## config.mk

```make
export PLATFORM = sky130hd
export DESIGN_NAME = conv2_kernel_fetch
export DESIGN_NICKNAME = d
export VERILOG_FILES = /design/src/rtl/conv2_kernel_fetch.sv
export SDC_FILE = /design/constraint.sdc
export NUM_CORES = 1
export LEC_CHECK = 0
export BUFFER_PORTS_ARGS = -buffer_cell sky130_fd_sc_hd__buf_2
export CAP_MARGIN = 10
export CORE_UTILIZATION = 49
export CTS_CLUSTER_SIZE = 24
export DETAILED_ROUTE_END_ITERATION = 10
export GPL_ROUTABILITY_DRIVEN = 0
export PLACE_DENSITY = 0.82
export RECOVER_POWER = 100
export SYNTH_ARGS = -nofsm -noshare
export SYNTH_HDL_FRONTEND = slang
export SYNTH_SLANG_ARGS = --single-unit
```

## constraint.sdc

```tcl
create_clock -name clock -period 8.4 [get_ports clock]
set_input_delay 1.26 -clock clock [delete_from_list [all_inputs] [get_ports clock]]
set_output_delay 1.26 -clock clock [all_outputs]
set_load 0.01 [all_outputs]
```

## src/rtl/conv2_kernel_fetch.sv

```systemverilog
// Kernel weight fetcher for the conv2 weight ROM: walks one kernel through both
// ROM read ports and streams two weights per beat over a valid/ready handshake.
module conv2_kernel_fetch #(
   parameter int ADDR_W      = 8,
   parameter int DATA_W      = 16,
   parameter int KERNEL_SIZE = 25,
   parameter int NUM_KERNELS = 10,
   parameter int IDX_W       = 4
) (
   input  logic              clock,
   input  logic              reset_n,
   input  logic              start,
   input  logic [IDX_W-1:0]  kernel_idx,
   input  logic              abort,
   output logic              busy,
   output logic              done,
   output logic              err,
   output logic [ADDR_W-1:0] rom_addr_a,
   output logic [ADDR_W-1:0] rom_addr_b,
   input  logic [DATA_W-1:0] rom_q_a,
   input  logic [DATA_W-1:0] rom_q_b,
   output logic [DATA_W-1:0] w_data_a,
   output logic [DATA_W-1:0] w_data_b,
   output logic              w_valid,
   output logic              w_b_valid,
   output logic              w_last,
   input  logic              w_ready
);

   // state   | meaning
   // S_IDLE   | waiting for start
   // S_STREAM | presenting beats, ROM pre-reads the next beat on each handshake
   // S_FINISH | one-cycle done (and err on bad index) pulse

   localparam int CNT_W = $clog2(KERNEL_SIZE + 1);

   generate
      if (KERNEL_SIZE < 1) begin : g_bad_ks
         $error("KERNEL_SIZE must be at least 1");
      end
      if (NUM_KERNELS * KERNEL_SIZE > (2 ** ADDR_W)) begin : g_bad_fit
         $error("NUM_KERNELS*KERNEL_SIZE does not fit in the ROM address space");
      end
   endgenerate

   typedef enum logic [1:0] {
      S_IDLE,
      S_STREAM,
      S_FINISH
   } state_t;

   state_t            state, state_nxt;
   logic [ADDR_W-1:0] ptr, ptr_nxt, base;
   logic [CNT_W-1:0]  cnt, cnt_nxt, cnt_step;
   logic              err_flag, err_flag_nxt;
   logic              idx_ok, handshake, cnt_ge2, in_stream;

   assign base      = ADDR_W'(32'(kernel_idx) * KERNEL_SIZE);
   assign idx_ok    = (32'(kernel_idx) < NUM_KERNELS);
   assign in_stream = (state == S_STREAM);
   assign cnt_ge2   = (32'(cnt) >= 2);
   assign cnt_step  = cnt_ge2 ? CNT_W'(2) : CNT_W'(1);
   assign handshake = in_stream & w_ready;

   always_ff @(posedge clock or negedge reset_n) begin
      if (!reset_n) begin
         state    <= S_IDLE;
         ptr      <= '0;
         cnt      <= '0;
         err_flag <= 1'b0;
      end else begin
         state    <= state_nxt;
         ptr      <= ptr_nxt;
         cnt      <= cnt_nxt;
         err_flag <= err_flag_nxt;
      end
   end

   // abort overrides everything, including a start or handshake in the same cycle
   always_comb begin
      state_nxt    = state;
      ptr_nxt      = ptr;
      cnt_nxt      = cnt;
      err_flag_nxt = err_flag;
      if (abort) begin
         state_nxt = S_IDLE;
      end else begin
         case (state)
            S_IDLE: begin
               if (start) begin
                  if (idx_ok) begin
                     ptr_nxt      = base;
                     cnt_nxt      = CNT_W'(KERNEL_SIZE);
                     err_flag_nxt = 1'b0;
                     state_nxt    = S_STREAM;
                  end else begin
                     err_flag_nxt = 1'b1;
                     state_nxt    = S_FINISH;
                  end
               end
            end
            S_STREAM: begin
               if (handshake) begin
                  ptr_nxt = ptr + ADDR_W'(2);
                  cnt_nxt = cnt - cnt_step;
                  if (w_last) state_nxt = S_FINISH;
               end
            end
            S_FINISH: state_nxt = S_IDLE;
            default:  state_nxt = S_IDLE;
         endcase
      end
   end

   // port B repeats port A on an odd tail so the ROM never reads past the kernel
   assign rom_addr_a = ptr_nxt;
   assign rom_addr_b = (cnt_nxt == CNT_W'(1)) ? ptr_nxt : ptr_nxt + ADDR_W'(1);

   assign busy      = (state != S_IDLE);
   assign done      = (state == S_FINISH) & ~abort;
   assign err       = done & err_flag;
   assign w_valid   = in_stream;
   assign w_b_valid = in_stream & cnt_ge2;
   assign w_last    = in_stream & (32'(cnt) <= 2);
   assign w_data_a  = rom_q_a;
   assign w_data_b  = rom_q_b;

endmodule

```

After elaboration in Yosys (flattened, before gate mapping):

Index checks and enable logic that the tools add are counted.

* add/sub/neg operators: 3
* multiply operators: 1
* divide/modulo/power cells: 0
* magnitude comparators: 3
* eq/ne operators: 6
* shift operators: 0
* muxes and demuxes: 19
* bitwise operators: 6
* reduce and logical (&&, ||, !) cells: 4

Operators with widths (count)
* 8-bit 2-to-1 mux: 5
* 5-bit 2-to-1 mux: 4
* 8-bit one-hot mux with 2 select lines: 1
* 2-bit 2-to-1 mux: 6
* 5-bit one-hot mux with 2 select lines: 1
* 3-bit inequality test (second input constant): 3
* 8-bit by 1-bit adder with 8-bit output (second input constant): 1
* 8-bit by 2-bit adder with 8-bit output (second input constant): 1
* 4-bit by 5-bit multiplier with 8-bit output (second input constant): 1
* 3-bit AND reduction: 2
* 1-bit bitwise AND: 5
* 5-bit by 1-bit == test with 1-bit output (second input constant): 1
* 5-bit by 2-bit >= comparator with 1-bit output (second input constant): 1
* 5-bit by 2-bit <= comparator with 1-bit output (second input constant): 1
* 5-bit by 2-bit subtractor with 5-bit output: 1
* 4-bit less-than comparator (second input constant): 1
* 2-bit one-hot mux with 2 select lines: 1
* 2-bit by 1-bit == test with 1-bit output (second input constant): 1
* 2-bit == test (second input constant): 1
* 2-bit logical NOT: 1
* 2-bit nonzero test: 1
* 1-bit 2-to-1 mux: 1
* 1-bit inverter: 1

* bits in registers: 16
* bits in latches: 0
* memory bits (writable): 0
* ROM bits: 0
* input port bits: 41
* output and inout port bits: 54
* word-level logic and storage cells: 46
* memories: 0

Depth between registers and ports, before layout:

* word-level depth: 8
* mapped depth: 11
* gate-level depth less buffers: 11

Worst setup path before layout:

OpenSTA, ideal clock, no wires.

* path type: input to output
* from: input port kernel_idx[0]
* to: output port rom_addr_b[7]
* arrival time: 3.404 ns
* data required time: 7.140 ns
* slack: 3.736 ns
* cell stages on the path: 10
* path buffers: 0
* path through: ha_1 -> ha_1 -> inv_1 -> fa_1 -> xor2_1 -> a21oi_1 -> a211oi_1 -> a211oi_1 -> nand4_1 -> xnor2_1

* longest elaborated chain between the ends: 7
* elaborated cells on any way between the ends: 13
* those cells by class: add/sub: 1; mul: 1; order compare: 1; eq/ne: 1; mux: 9

RTL lines
* start: declaration: RTL line 13 `input logic [IDX_W-1:0] kernel_idx,`
* 4-bit by 5-bit multiplier with 8-bit output / 4-bit less-than comparator (equally long branches): RTL line 58, 59
* 8-bit 2-to-1 mux *: RTL line 91 `if (idx_ok) begin`
* 8-bit 2-to-1 mux *: RTL line 90 `if (start) begin`
* 8-bit one-hot mux with 2 select lines *: RTL line 88 `case (state)`
* 8-bit 2-to-1 mux *: RTL line 85 `if (abort) begin`
* via rom_addr_a[6]: RTL line 18 `output logic [ADDR_W-1:0] rom_addr_a,`
* 8-bit by 1-bit adder with 8-bit output *: RTL line 117 `assign rom_addr_b = (cnt_nxt == CNT_W'(1)) ? ptr_nxt : ptr_nxt + ADDR_W'(1);`
* 8-bit 2-to-1 mux *: RTL line 117
* end: declaration: RTL line 19 `output logic [ADDR_W-1:0] rom_addr_b,`

The timed path passes the listed nets; every way through them passes the cells marked *.

Worst setup path in the final report:

* from: register cnt[1]
* to: output port rom_addr_b[7]

* longest elaborated chain between the ends: 8
* elaborated cells on any way between the ends: 10
* those cells by class: add/sub: 1; order compare: 1; eq/ne: 1; mux: 7

RTL lines
* start: declaration: RTL line 54 `logic [CNT_W-1:0] cnt, cnt_nxt, cnt_step;`
* start signal: assignment: RTL line 74 `cnt <= cnt_nxt;`
* 5-bit by 2-bit >= comparator with 1-bit output: RTL line 61 `assign cnt_ge2 = (32'(cnt) >= 2);`
* 2-bit 2-to-1 mux: RTL line 62 `assign cnt_step = cnt_ge2 ? CNT_W'(2) : CNT_W'(1);`
* 5-bit by 2-bit subtractor with 5-bit output *: RTL line 105 `cnt_nxt = cnt - cnt_step;`
* 5-bit 2-to-1 mux *: RTL line 103 `if (handshake) begin`
* 5-bit one-hot mux with 2 select lines *: RTL line 88
* 5-bit 2-to-1 mux *: RTL line 85
* via cnt_nxt[4]: RTL line 54
* 5-bit by 1-bit == test with 1-bit output *: RTL line 117
* 8-bit 2-to-1 mux *: RTL line 117

Marks and branches as above.

==> flow_summary.toml <==
[timing]
hold_violations = 0
whs_ns = 0.555
drv_slew = 0
worst_slew_pin_slew_ns = 0.951
skew_ns = 0.00964
max_slew_margin = 0.363
timing.final.crit_share = 0.618
setup_violations = 0
max_freq_mhz = 193
tns_ns = 0
rsz0062_at_grt = "no"
finalCriticalPeriod_ns = 5.19

[logic_synthesis]
synthCells = 208
yosysSeqAreaShare = 0.225
yosys_most_used_dff = "dfrtp_1"
synth_commonest_cells = "buf_4, dfrtp_1, inv_1, nand2_1, ha_1"
synth.distinct_cells = 58
syn_avg_cell_area_um2 = 8.54
synthArstFlopShare = 1.00
yosysMostFrequentCell = "buf_4"
yosys.area.top_type = "dfrtp_1"
synth_edf_count = 0
netlist_area_um2 = 1780
yosysWarnings = 0
ys_seq_elements = 16
synthTopCellsByArea = "dfrtp_1, buf_4, ha_1, xnor2_1, inv_1"
synth_top_area_frac = 0.225
syn-num-nets = 264

[pwr]
power_density_nw_per_um2 = 227
vdd_drop_max_mv = 0.144
power_w = 0.000382
power_leakage_nw = 0.725

[layout]
n_antenna_cell = 0
multi_input_area_um2 = 1000
nets = 262
final_cells = 251
drive_gt1_frac = 0.0927
synthToLayoutAreaGrowth_pct = -5.14
seq_area_um2 = 400
finish.utilization = 0.493
fill_cells = 359

[min_path]
whs_path_depth = 2
min_path_type = "flip-flop to flip-flop"

[clock_network]
clk_pin_slew_ns = 0.09
holdBufCountCts = 0
post-cts-setup-buffers = 0
clock_latency_ns = 0.31
cts_tree = "built"
cts_resized = 0
cts.sinks = 16
cts_max_level = 1
numCtsBuffers = 3
root_buffer = "clkbuf_4"
clockBufferDepth = 2

[floorplan]
die-area_um2 = 3870
boundaryPins = 95
die_w_um = 62.2
die_height_um = 62.2
rows = 21
initial_core_util = 0.520
core_area_um2 = 3420

[worst_setup_path]
cp_max_fo = 7
endpoint_kind = "output pin"
arrival_ns = 3.93
start_kind = "flip-flop"
critPathKind = "flip-flop to output pin"
crit_required_ns = 7.14
r2r_cells = 7

[route]
remaining_drc_errors = 0
firstDrtPassIters = 4
finalWirelength_mm = 3.65
via_per_inst = 5.84
ant_nets = 0
wl_per_cell_um = 14.6
drtIter0Drc = 72
via_count = 1466

[placement]
dp_hpwl_mm = 2.75
dp_cells = 247
portBuffers = 30

[global_route]
gr-total-overflow = 0
grt_max_degree = 21
antenna_found_initial = 0
grt_pass1_vias = 1367
grt_pass1_wl_mm = 6.27
grt.total_usage = 0.204

[run_status]
outcome = "finished clean"

[job]
cap_violations = 0
==> layer usage <==
| metal | up-vias | wire length (µm) | GRT usage |
|---|---|---|---|
| met5 | - | 0 | 0 |
| met1 | 706 | 1690 | 0.269 |
| met4 | 0 | 45 | 0.0669 |
| li1 | 702 | - | - |
| met3 | 4 | 226 | 0.0478 |
| met2 | 54 | 1690 | 0.330 |
==> cell usage in the layout (no fill, tap or decap), drive strengths merged, types with 2 or more instances in the layout <==
cell / netlist / final
clkbuf: 1 / 25
nand2: 15 / 15
inv: 17 / 17
o311a: 2 / 2
nor2b: 2 / 2
mux2i: 4 / 4
nand4: 3 / 3
buf: 36 / 9
nor4: 3 / 3
or2: 3 / 3
nand3: 9 / 9
a21oi: 7 / 7
o21ai: 6 / 6
xnor2: 9 / 9
o211ai: 4 / 4
nand2b: 4 / 4
o221ai: 3 / 3
a2bb2oi: 2 / 2
ha: 13 / 13
nor2: 12 / 12
o311ai: 2 / 2
a31oi: 3 / 3
o21a: 2 / 2
and2: 4 / 4
dfrtp: 16 / 16
fa: 2 / 2
a211oi: 3 / 3
o22ai: 2 / 2
nor3: 3 / 3
nand4b: 2 / 2
==> worst max-delay path: stages (launching register included) <==
cell and delay [ns]:
dfrtp_1 0.48, nor4_1 0.71, ha_1 0.30, inv_1 0.06, fa_1 0.38, nor4b_1 0.35, or3_1 0.16, o311a_1 0.24
nor4_4 0.06, a211oi_1 0.39, nand4_1 0.16, xnor2_1 0.18, clkbuf_1 0.16
==> final cells by class <==
class / instances / share of cell area
inverters: 17 / 0.0379
clock buffers: 4 / 0.0215
well taps: 46 / 0.0341
flip-flops and latches: 16 / 0.238
repair buffers: 30 / 0.0735
multi-input cells: 138 / 0.595
==> final timing paths <==
kind,end,from,slack [ns]
worst min-delay path,err_flag,err_flag,0.56
worst max-delay path,rom_addr_b[7],cnt[1],3.21
worst max register to register,cnt[4],cnt[1],5.65
min in group asynchronous,ptr[1],reset_n,1.04
worst min register to register,err_flag,err_flag,0.56
max in group asynchronous,state[0],reset_n,6.81
==> flip-flops by register name, summed over array words and instances, names as in the netlist <==
register  flops
state         2
cnt           5
err_flag      1
ptr           8
==> report_power, final <==
group	internal (W)	leakage, nW	switching [W]
sequential	0.0000996	0.189	0.0000350
clock	0.0000265	0.0210	0.0000282
combinational	0.0000812	0.515	0.000111
total	0.000207	0.725	0.000175
==> cells by family after synthesis <==
logic type | synth area share
buffers and inverters | 0.188
xor gates and xnor gates | 0.0493
AOI/OAI and AO/OA | 0.177
DFF | 0.225
adders and majority gates | 0.114
muxes | 0.0310
and+or+nand+nor | 0.216
==> stage by stage <==
stage	area [µm²]	worst slack, ns
after floorplan	1780	3.74
after global placement	1710	3.63
after detailed placement	1710	3.58
after CTS	1750	3.31
after global routing	1690	2.87
final	1690	3.21
No activity file was read; power rests on OpenSTA's default activity.
